File: config.mk
export PLATFORM = sky130hd
export DESIGN_NAME = load_use_scoreboard
export DESIGN_NICKNAME = d
export VERILOG_FILES = /design/src/rtl/load_use_scoreboard.sv
export SDC_FILE = /design/constraint.sdc
export NUM_CORES = 1
export LEC_CHECK = 0
export CAP_MARGIN = 10
export CORE_MARGIN = 4
export CORE_UTILIZATION = 35
export CTS_CLUSTER_DIAMETER = 100
export CTS_CLUSTER_SIZE = 30
export DETAILED_ROUTE_END_ITERATION = 7
export SYNTH_ARGS = -nofsm -noshare
export SYNTH_HDL_FRONTEND = slang
export SYNTH_SLANG_ARGS = --single-unit
File: constraint.sdc
create_clock -name clk_i -period 6.2 [get_ports clk_i]
set_input_delay 1.55 -clock clk_i [delete_from_list [all_inputs] [get_ports clk_i]]
set_output_delay 1.55 -clock clk_i [all_outputs]
set_load 0.01 [all_outputs]
File: src/rtl/load_use_scoreboard.sv
// Load-use hazard scoreboard: per-register load latency counters, two-source hazard check,
// memory-miss freeze and branch-flush priority, plus a saturating stall-cycle counter.
module load_use_scoreboard #(
  parameter int unsigned NREG     = 16,
  parameter int unsigned REG_W    = 4,
  parameter int unsigned LOAD_LAT = 1,
  parameter int unsigned ZERO_REG = 1,
  parameter int unsigned CNT_W    = 16
) (
  input  logic             clk_i,
  input  logic             rst_i,
  input  logic             id_valid_i,
  input  logic [REG_W-1:0] id_src1_i,
  input  logic [REG_W-1:0] id_src2_i,
  input  logic             id_src1_used_i,
  input  logic             id_src2_used_i,
  input  logic [REG_W-1:0] id_dst_i,
  input  logic             id_is_load_i,
  input  logic             ex_branch_taken_i,
  input  logic             mem_busy_i,
  output logic             stall_if_id_o,
  output logic             bubble_ex_o,
  output logic             flush_if_id_o,
  output logic             freeze_o,
  output logic [CNT_W-1:0] stall_cycles_o
);

  localparam int unsigned PendW = $clog2(LOAD_LAT + 1);
  typedef logic [PendW-1:0] pend_t;
  localparam pend_t LatVal = pend_t'(LOAD_LAT);

  pend_t            pend_q [NREG];
  pend_t            pend_d [NREG];
  logic [CNT_W-1:0] cnt_q, cnt_d;

  logic src1_haz, src2_haz, haz, issue, set_dst;

  always_comb begin
    src1_haz = id_src1_used_i && (pend_q[id_src1_i] != '0) &&
               !((ZERO_REG != 0) && (id_src1_i == '0));
    src2_haz = id_src2_used_i && (pend_q[id_src2_i] != '0) &&
               !((ZERO_REG != 0) && (id_src2_i == '0));
    haz      = id_valid_i && (src1_haz || src2_haz);
    issue    = id_valid_i && !mem_busy_i && !ex_branch_taken_i && !haz;
    set_dst  = issue && id_is_load_i && !((ZERO_REG != 0) && (id_dst_i == '0));
  end

  // Outputs are forced low while reset is held, even if other inputs are active.
  always_comb begin
    stall_if_id_o = 1'b0;
    bubble_ex_o   = 1'b0;
    flush_if_id_o = 1'b0;
    freeze_o      = 1'b0;
    if (!rst_i) begin
      if (mem_busy_i) begin
        freeze_o = 1'b1;
      end else if (ex_branch_taken_i) begin
        flush_if_id_o = 1'b1;
        bubble_ex_o   = 1'b1;
      end else if (haz) begin
        stall_if_id_o = 1'b1;
        bubble_ex_o   = 1'b1;
      end
    end
  end

  always_comb begin
    for (int r = 0; r < NREG; r++) begin
      pend_d[r] = pend_q[r];
      if (!mem_busy_i && (pend_q[r] != '0)) begin
        pend_d[r] = pend_q[r] - pend_t'(1);
      end
    end
    // A newly issued load (including WAW) overrides the decrement for its destination.
    if (set_dst) begin
      pend_d[id_dst_i] = LatVal;
    end
  end

  always_comb begin
    cnt_d = cnt_q;
    if (haz && !mem_busy_i && !ex_branch_taken_i && (cnt_q != '1)) begin
      cnt_d = cnt_q + CNT_W'(1);
    end
  end

  always_ff @(posedge clk_i or posedge rst_i) begin
    if (rst_i) begin
      for (int r = 0; r < NREG; r++) begin
        pend_q[r] <= '0;
      end
      cnt_q <= '0;
    end else begin
      pend_q <= pend_d;
      cnt_q  <= cnt_d;
    end
  end

  assign stall_cycles_o = cnt_q;

endmodule

# Word-level counts from Yosys, hierarchy flattened

Cells that the tools add are included.

Input port bits: 20
Word-level logic and storage cells: 120
Register bits after elaboration: 32
Output and inout port bits: 20

Reduce and logical (&&, ||, !) cells: 40
Add/subtract/negate cells: 17
Multiplexer cells: 37
Bitwise gates (word level): 4
Eq/ne operators: 1
Order comparisons: 4

Operator list:

| operator                                                    | number |
|---|---|
| 2-to-1 mux 1 bit                                            | 33 |
| logical AND 1 bit                                           | 30 |
| adder 16 x 1 -> 16 bit (second input constant)              | 1 |
| 2-to-1 mux 16 bit                                           | 1 |
| inequality test 16 bit (second input constant)              | 1 |
| OR 16 bit                                                   | 1 |
| subtractor 1 bit (second input constant)                    | 16 |
| greater-or-equal comparator 5 bit (second input constant)   | 3 |
| inverter 4 -> 5 bit                                         | 3 |
| logical NOT 4 bit                                           | 3 |
| binary-select mux 1 bit (select 4 bit)                      | 2 |
| logical NOT 1 bit                                           | 6 |
| less-than comparator 5 x 1 -> 1 bit (second input constant) | 1 |
| demux 1 bit (select 4 bit)                                  | 1 |
| logical OR 1 bit                                            | 1 |

# Longest topological paths before layout

Depth after elaboration: 13
Depth in mapped cells: 8
Mapped depth without buffers: 6

# Worst setup path after synthesis

OpenSTA, ideal clock, no wires.

Kind: input -> output
Start: input port id_src2_i[0]
End: output port stall_if_id_o
Setup slack: 1,658 ps
Path buffers: 2
Required time: 4,650 ps
Stages on the path: 7
Arrival: 2,992 ps
Cell sequence: buf_2 -> nor2b_1 -> a2111oi_1 -> nand3_1 -> and3_4 -> buf_2 -> a211oi_1

Longest elaborated chain between the ends: 12
Elaborated cells between the ends (all ways): 14
Those cells by class: mux (7); bitwise (1); reduce/logical (6)

Ends and longest elaborated chain:

| item                                                 | line | source |
|---|---|---|
| start: declaration                                   | 14   | `input logic [REG_W-1:0] id_src2_i,` |
| inverter 4 -> 5 bit (implied by the code)            | 41   | `src2_haz = id_src2_used_i && (pend_q[id_src2_i] != '0) &&` |
| binary-select mux 1 bit (select 4 bit)               | 41   |  |
| 2-to-1 mux 1 bit (implied by the code) (2 in series) | 41   |  |
| logical AND 1 bit                                    | 41   |  |
| logical AND 1 bit *                                  | 41   |  |
| logical OR 1 bit *                                   | 43   | `haz = id_valid_i && (src1_haz \|\| src2_haz);` |
| logical AND 1 bit *                                  | 43   |  |
| 2-to-1 mux 1 bit *                                   | 60   | `end else if (haz) begin` |
| 2-to-1 mux 1 bit *                                   | 57   | `end else if (ex_branch_taken_i) begin` |
| 2-to-1 mux 1 bit *                                   | 55   | `if (mem_busy_i) begin` |
| 2-to-1 mux 1 bit *                                   | 54   | `if (!rst_i) begin` |
| end: declaration                                     | 21   | `output logic stall_if_id_o,` |

Mark *: on every way between the ends. The rest lies on a longest branch, timed or not. The select of a mux whose other input is x is not followed.

# Worst setup path after layout

Start: input port id_src2_i[2]
End: output port bubble_ex_o

Longest elaborated chain between the ends: 12
Elaborated cells between the ends (all ways): 14
Those cells by class: mux (7); bitwise (1); reduce/logical (6)

Ends and longest elaborated chain:

| item                                                 | line | source |
|---|---|---|
| inverter 4 -> 5 bit (implied by the code)            | 41   |  |
| binary-select mux 1 bit (select 4 bit)               | 41   |  |
| 2-to-1 mux 1 bit (implied by the code) (2 in series) | 41   |  |
| logical AND 1 bit                                    | 41   |  |
| logical AND 1 bit *                                  | 41   |  |
| logical OR 1 bit *                                   | 43   |  |
| logical AND 1 bit *                                  | 43   |  |
| 2-to-1 mux 1 bit *                                   | 60   |  |
| 2-to-1 mux 1 bit *                                   | 57   |  |
| 2-to-1 mux 1 bit *                                   | 55   |  |
| 2-to-1 mux 1 bit *                                   | 54   |  |
| end: declaration                                     | 22   | `output logic bubble_ex_o,` |

Marks and branches as above.

==> impl_summary.log <==
[metrics] Final period util: 89.8%
[metrics] flip-flop and latch count after synthesis: 32
[metrics] most common flop cell mapped by yosys: sky130_fd_sc_hd__dfrtp_1
[metrics] clock sinks: 32
[metrics] post-synthesis async set-or-reset flop share: 100%
[metrics] number of antenna violations at the first check in global routing: 0
[metrics] number of distinct standard cells referenced by the synthesized netlist: 38
[metrics] post-synthesis share of cell area spent on xor and xnor gates: 6.60%
[metrics] relative slew slack: 66.4%
[metrics] path class of the lowest-slack min-delay path: flip-flop to flip-flop
[metrics] total number of nets in the final design: 257
[metrics] transition time at the pin with the least slew margin: 0.503 ns
[metrics] area share of and/or/nand/nor cells after synthesis: 21.3%
[metrics] Synth Net Count: between 200 and 250
[metrics] last weighted congestion value of the routability-driven placer: ~0.8
[metrics] Cell Count Post-Placement: about 300
[metrics] via count of the first global-routing pass: 1595
[metrics] Clock Pin Slew Worst Setup and Hold Paths: about 0.070 ns
[metrics] all-layer global routing usage: 15.0%
[metrics] maximum capacitance violations: 0
[metrics] Worst EP arrival: 4.02 ns
[metrics] time the final worst path needs with I/O delays and setup: 5.57 ns
[metrics] half-perimeter wire length after detailed placement: about 3300 um
[metrics] cts bufs inserted: 5
[metrics] post-DR vias/cell: 5.07
[metrics] mux cell area share after synthesis: 9.76%
[metrics] adder-cell share of the synthesized area: 0.673%
[metrics] final design area excluding fillers: 0.00240 mm^2
[metrics] DRC violations left: 0
[metrics] largest cells by area after synthesis: sky130_fd_sc_hd__dfrtp_1 43%, sky130_fd_sc_hd__mux2i_1 9.2%, sky130_fd_sc_hd__xor2_1 6.6%
[metrics] Core ar.: between 0.005 and 0.006 mm^2
[metrics] number of H-tree levels: 2
[metrics] skew final: ~0.0040 ns
[metrics] final sum of negative setup slack: 0 ns
[metrics] final core utilization: 46.7%
[metrics] status: complete, no violations
[metrics] number of enable flip-flop cells after synthesis: 0
[metrics] input/output buffers: 39
[metrics] global-route wire length before repair: 7430 um
[metrics] setup bufs post-CTS: 0
[metrics] final hold vios: 0
[metrics] area of the mapped netlist: 0.00186 mm^2
[metrics] Iter 0 DRT Violations: approximately 100
[metrics] post-cts resize count: 0
[metrics] total power consumption of the routed design: between 0.4 and 0.5 mW
[metrics] CP Max Fanout: 21
[metrics] TritonCTS clock tree: done
[metrics] slack of the critical path: between 0.6 and 0.7 ns
[metrics] power density relative to cell area: roughly 200 mW/mm^2
[metrics] Data required, critical path: 4.65 ns
[metrics] sum of routed wire segments on met1: between 2000 and 2500 um
[metrics] overall via count from detail_route: between 1500 and 2000
[metrics] Cell Rows: 26
[metrics] type of destination of the critical path: primary output
[metrics] I/O pin cnt: 40
[metrics] die height: 80.9 um
[metrics] post-cts hold buffer count: 0
[metrics] mean instance size in the synthesized netlist: 9.53 um^2
[metrics] number of warnings issued by yosys: 0
[metrics] instance area at placement: 0.00231 mm^2
[metrics] number of optimization iterations in the first detailed-route pass: 4
[metrics] Clock Latency Late Sink: 0.28 ns
[metrics] Final Non-Filler Cells: 307
[metrics] remaining global-route overflow: 0
[metrics] diodes inserted: 0
[metrics] CP Class: input port to primary output
[metrics] Static Leakage: around 1.1 nW
[metrics] maximum number of pins on one net before global-route repair: 33
[metrics] main combinational cell family by area after synthesis: simple AND/OR/NAND/NOR gates
[metrics] starting utilization of the core area: between 30% and 40%
[metrics] P&R area growth vs syn: 29.1%
[metrics] Slew Limit Fails: 0
[metrics] cells after synthesis: 195
[metrics] synthesized-area fraction occupied by ao, oa, aoi and oai cells: between 10% and 20%
[metrics] Highest Signal Layer: met4
[metrics] area share of the largest cell type after synthesis: 43.1%
[metrics] peak supply drop: 0.140 mV
[metrics] number of antenna-violating nets in the routed design: 0
[metrics] startpoint class of the critical path: input port
[metrics] Highest Clock Rate: 180 MHz
[metrics] DR WL met2: 2200 um
[metrics] final setup violating endpoints: 0
[metrics] post-synthesis sequential area ratio: 43.1%
[metrics] clock root buffer master: sky130_fd_sc_hd__clkbuf_8
[metrics] DP Worst Slack: 0.628 ns
[metrics] die area: 0.00654 mm^2
[metrics] wire length per cell: 14.7 um
[metrics] final WL: between 4000 and 5000 um
[metrics] unrepaired setup endpoints after global routing: no
[metrics] worst hold slack across all endpoints: between 0.4 and 0.5 ns
[metrics] maximum clock path buffer count: 2
[metrics] width of the chip: 80.9 um
[metrics] share of layout cells above drive strength 1: 8.02%
[metrics] library cell occupying the most area in the post-synthesis netlist: sky130_fd_sc_hd__dfrtp_1
[metrics] amount of wire on met3 after detailed routing: 207 um
==> cells in the final DEF, fill, tap and decap left out, drive strengths merged <==
| cell | Yosys | routed |
|---|---|---|
| nor3 | 2 | 2 |
| dfrtp | 32 | 32 |
| a31oi | 1 | 1 |
| o21a | 1 | 1 |
| clkdlybuf4s50 | 0 | 39 |
| a21oi | 14 | 14 |
| nor2b | 5 | 5 |
| o21ai | 15 | 15 |
| mux2 | 1 | 1 |
| clkinv | 0 | 2 |
| mux2i | 17 | 17 |
| nand2 | 24 | 24 |
| a21boi | 2 | 2 |
| and2 | 2 | 2 |
| a211oi | 3 | 3 |
| ha | 1 | 1 |
| or3b | 1 | 1 |
| and3 | 7 | 7 |
| nand4 | 9 | 9 |
| nand4b | 2 | 2 |
| nand3 | 9 | 9 |
| xor2 | 14 | 14 |
| clkbuf | 2 | 6 |
| nor2 | 5 | 5 |
| a22oi | 3 | 3 |
| and4 | 3 | 3 |
| buf | 8 | 5 |
| nand2b | 2 | 2 |
| a2111oi | 2 | 2 |
| nor3b | 1 | 1 |
| or2 | 1 | 1 |
| inv | 5 | 5 |
| a32oi | 1 | 1 |
==> flip-flops by register name, summed over array words and instances, names as in the netlist <==
name / flops
pend_q: 16
stall_cycles_o: 16
==> logic make-up (layout without fill, tap and decap cells) <==
logic type / after synthesis / in the layout
AND/OR/NAND/NOR: 73 / 73
AO/OA/AOI/OAI: 42 / 42
flip-flops: 32 / 32
multiplexers: 18 / 18
buffers and inverters: 15 / 57
XOR/XNOR: 14 / 14
adder cells (fa/ha/maj): 1 / 1
==> synth_stat cells (2+ instances only) <==
master and n:
sky130_fd_sc_hd__buf_2 3, sky130_fd_sc_hd__and4_1 3, sky130_fd_sc_hd__nand2_1 24, sky130_fd_sc_hd__a211oi_2 2, sky130_fd_sc_hd__and2_1 2, sky130_fd_sc_hd__a22oi_1 3, sky130_fd_sc_hd__nand4_1 9, sky130_fd_sc_hd__clkbuf_1 2
sky130_fd_sc_hd__nand2b_1 2, sky130_fd_sc_hd__nor2_1 5, sky130_fd_sc_hd__inv_1 5, sky130_fd_sc_hd__xor2_1 14, sky130_fd_sc_hd__nand4b_1 2, sky130_fd_sc_hd__and3_1 6, sky130_fd_sc_hd__a2111oi_1 2, sky130_fd_sc_hd__mux2i_1 17
sky130_fd_sc_hd__dfrtp_1 32, sky130_fd_sc_hd__buf_6 3, sky130_fd_sc_hd__nand3_1 8, sky130_fd_sc_hd__nor3_1 2, sky130_fd_sc_hd__a21oi_1 14, sky130_fd_sc_hd__nor2b_1 5, sky130_fd_sc_hd__o21ai_0 15
==> power by group <==
part	internal, mW	total [mW]	leakage [nW]	switching (mW)
Sequential	0.219	0.232	0.438	0.0129
Clock	0.0885	0.166	0.0510	0.0771
Combinational	0.0463	0.0865	0.596	0.0402
Total	0.354	0.484	1.08	0.130
==> final timing paths <==
kind | cells after the start | endpoint | slack, ns | startpoint
worst max-delay path | 8 | bubble_ex_o | 0.63 | id_src2_i[2]
worst min-delay path | 1 | stall_cycles_o[15] | 0.49 | stall_cycles_o[15]
worst max register to register | 7 | pend_q[5] | 4.11 | pend_q[0]
worst min register to register | 1 | stall_cycles_o[15] | 0.49 | stall_cycles_o[15]
max in group asynchronous | 3 | pend_q[10] | 4.17 | rst_i
min in group asynchronous | 3 | stall_cycles_o[11] | 1.74 | rst_i
==> area by class of cell <==
class | count | area, um^2
repair buffers | 44 | 428
inverters | 5 | 18.8
clock buffers | 6 | 82.6
clock inverters | 2 | 10.0
multi-input cells | 148 | 971
well taps | 70 | 87.6
fillers | 528 | 2740
flip-flops and latches | 32 | 801
==> critical path, cell delays in order <==
cell                              delay [ns]
sky130_fd_sc_hd__clkdlybuf4s50_1        0.67
sky130_fd_sc_hd__mux2i_1                0.13
sky130_fd_sc_hd__a2111oi_1              0.41
sky130_fd_sc_hd__nand3_1                0.12
sky130_fd_sc_hd__and3_4                 0.28
sky130_fd_sc_hd__a21boi_0               0.20
sky130_fd_sc_hd__o21a_1                 0.13
sky130_fd_sc_hd__clkdlybuf4s50_1        0.52
==> metal layers <==
| metal | vias to the layer above | global-route usage (%) |
|---|---|---|
| li1 | 784 | - |
| met1 | 726 | 18.9 |
| met2 | 39 | 24.7 |
| met3 | 7 | 2.66 |
| met4 | 0 | 7.26 |
| met5 | - | 0 |
Note: power is estimated with default switching activity, not from simulation.
==> RTL edit: new RTL, same flow settings <==
The parameter `ZERO_REG` goes from 1 to 0.
--- a/src/rtl/load_use_scoreboard.sv
+++ b/src/rtl/load_use_scoreboard.sv
@@ -4,7 +4,7 @@
   parameter int unsigned NREG     = 16,
   parameter int unsigned REG_W    = 4,
   parameter int unsigned LOAD_LAT = 1,
-  parameter int unsigned ZERO_REG = 1,
+  parameter int unsigned ZERO_REG = 0,
   parameter int unsigned CNT_W    = 16
 ) (
   input  logic             clk_i,
Check against the original RTL: not equivalent (a bounded check fails within 4 cycles, from zero or initial values and one cycle with rst_i high).
==> RTL edit against the unedited design <==
Worst setup slack gained 0.051 ns. Cell area rose by 3.9%. Routed wire length down 3.0%. Synthesized cell count decreased by 11%. Via count fell by 3.7%. Power up 12%. Critical endpoint unchanged. Area after synthesis rose by 3.2%. Sequential cell count is the same.
==> RTL edit: results (changes against the unedited design) <==
[outcome]
status=finished clean

[pwr]
vdd_drop_max_uv=174  ; +24%
p_per_area_mw_per_mm2=217  ; +7.8%
leakage_nw=1.07  ; -1.7%
switchingPower_uw=135  ; +3.6%

[global_route]
globalRouteMet2Util_pct=18.7  ; -6.1 points
grt_first_pass_wirelength_mm=7.31  ; -1.7%
grt_usage_pct=14.2  ; -0.75 points
grt_util_met1_pct=21.6  ; +2.8 points

[finish]
nClkBuffers=7  ; +1
bufAreaShareNonClock_pct=16.9  ; -0.96 points
nMultiInputCombCells=127  ; -14%
nFillCells=502  ; -4.9%
nNonClkInverters=6  ; +1
num-nonclk-buffers=43  ; -2.3%
clkCellAreaFrac_pct=5.07  ; +1.2 points
final_layout_size_suffix_gt1_share_pct=14.8  ; +6.8 points
multi_input_area_share_pct=41.5  ; +1.0 points

[hold_path]
hp-start=stall_cycles_o[7]$_DFFE_PP0P_
min_to=stall_cycles_o[7]$_DFFE_PP0P_

[detailed_routing]
wl_met1_mm=2.19  ; +7.6%
wl_met3_um=305  ; +47%
viasPerCell=5.24  ; +3.4%
drt-total-wl_mm=4.38  ; -3.0%
drt_iter0_markers=77  ; -25%
wl_met2_mm=1.81  ; -18%
routedWlPerCell_um=15.3  ; +4.1%

[placed_design]
place_inst=278  ; -7.0%
place_ws_ns=0.667  ; +0.0388 ns
gp_congestion=0.780  ; -3.0%
hpwl_mm=3.11  ; -5.4%

[critical_path]
worstReg2RegEnd=pend_q[14]$_DFF_PP0_
critPathMaxStageDelay_ns=0.69  ; +0.02 ns
crit_start=id_src1_i[1]
path_max_fanout=6  ; -71%
r2r_cells=4  ; -3
worstPathArrival_ns=3.97  ; -0.05 ns
r2r_slack_ns=3.99  ; -0.12 ns

[yosys]
yosys-mux-area-fraction_pct=9.85  ; +0.086 points
synth-xor-area-share_pct=6.85  ; +0.25 points
ys_seq_area_share_pct=41.7  ; -1.3 points
synth_cell_type_count=33  ; -13%
netlist_top_cells_count=32 x dfrtp_1, 20 x nand2_1, 15 x xnor2_1
synth_fa_ha_area_share_pct=0.652  ; -0.021 points
syn_nets=194  ; -10%
synth_compound_area_share_pct=16.3  ; +2.4 points

[timing]
period_share_pct=89.0  ; -0.83 points
relSlewSlack_pct=70.1  ; +3.7 points
skew_ns=0.00755  ; +0.00359 ns

## RTL edit: changes by cell type after synthesis, sizes merged, moves of 4 or more
cell,delta
o21ai,-15
xor2,-14
o41ai,+16
nand3,+7
mux2i,-9
nand4,-5
nand2,-4
a21oi,-13
o2111ai,+4
mux4,+4
xnor2,+15
## RTL edit: per-stage QoR
step	hold WS, ns	instance area [um^2]
after floorplan	0.455	1920
after global placement	0.480	2360
after detailed placement	0.482	2360
after CTS	0.499	2490
after global routing	0.522	2490
final	0.495	2490
## RTL edit: power by group through the flow
| stage | Combinational [mW] | Sequential (mW) | Clock, mW |
|---|---|---|---|
| after global routing | 0.0995 | 0.233 | 0.234 |
| after CTS | 0.0925 | 0.231 | 0.226 |
| after global placement | 0.0924 | 0.234 | 0 |
| after floorplan | 0.0437 | 0.237 | 0 |
| final | 0.0915 | 0.231 | 0.219 |
| after detailed placement | 0.0919 | 0.234 | 0 |
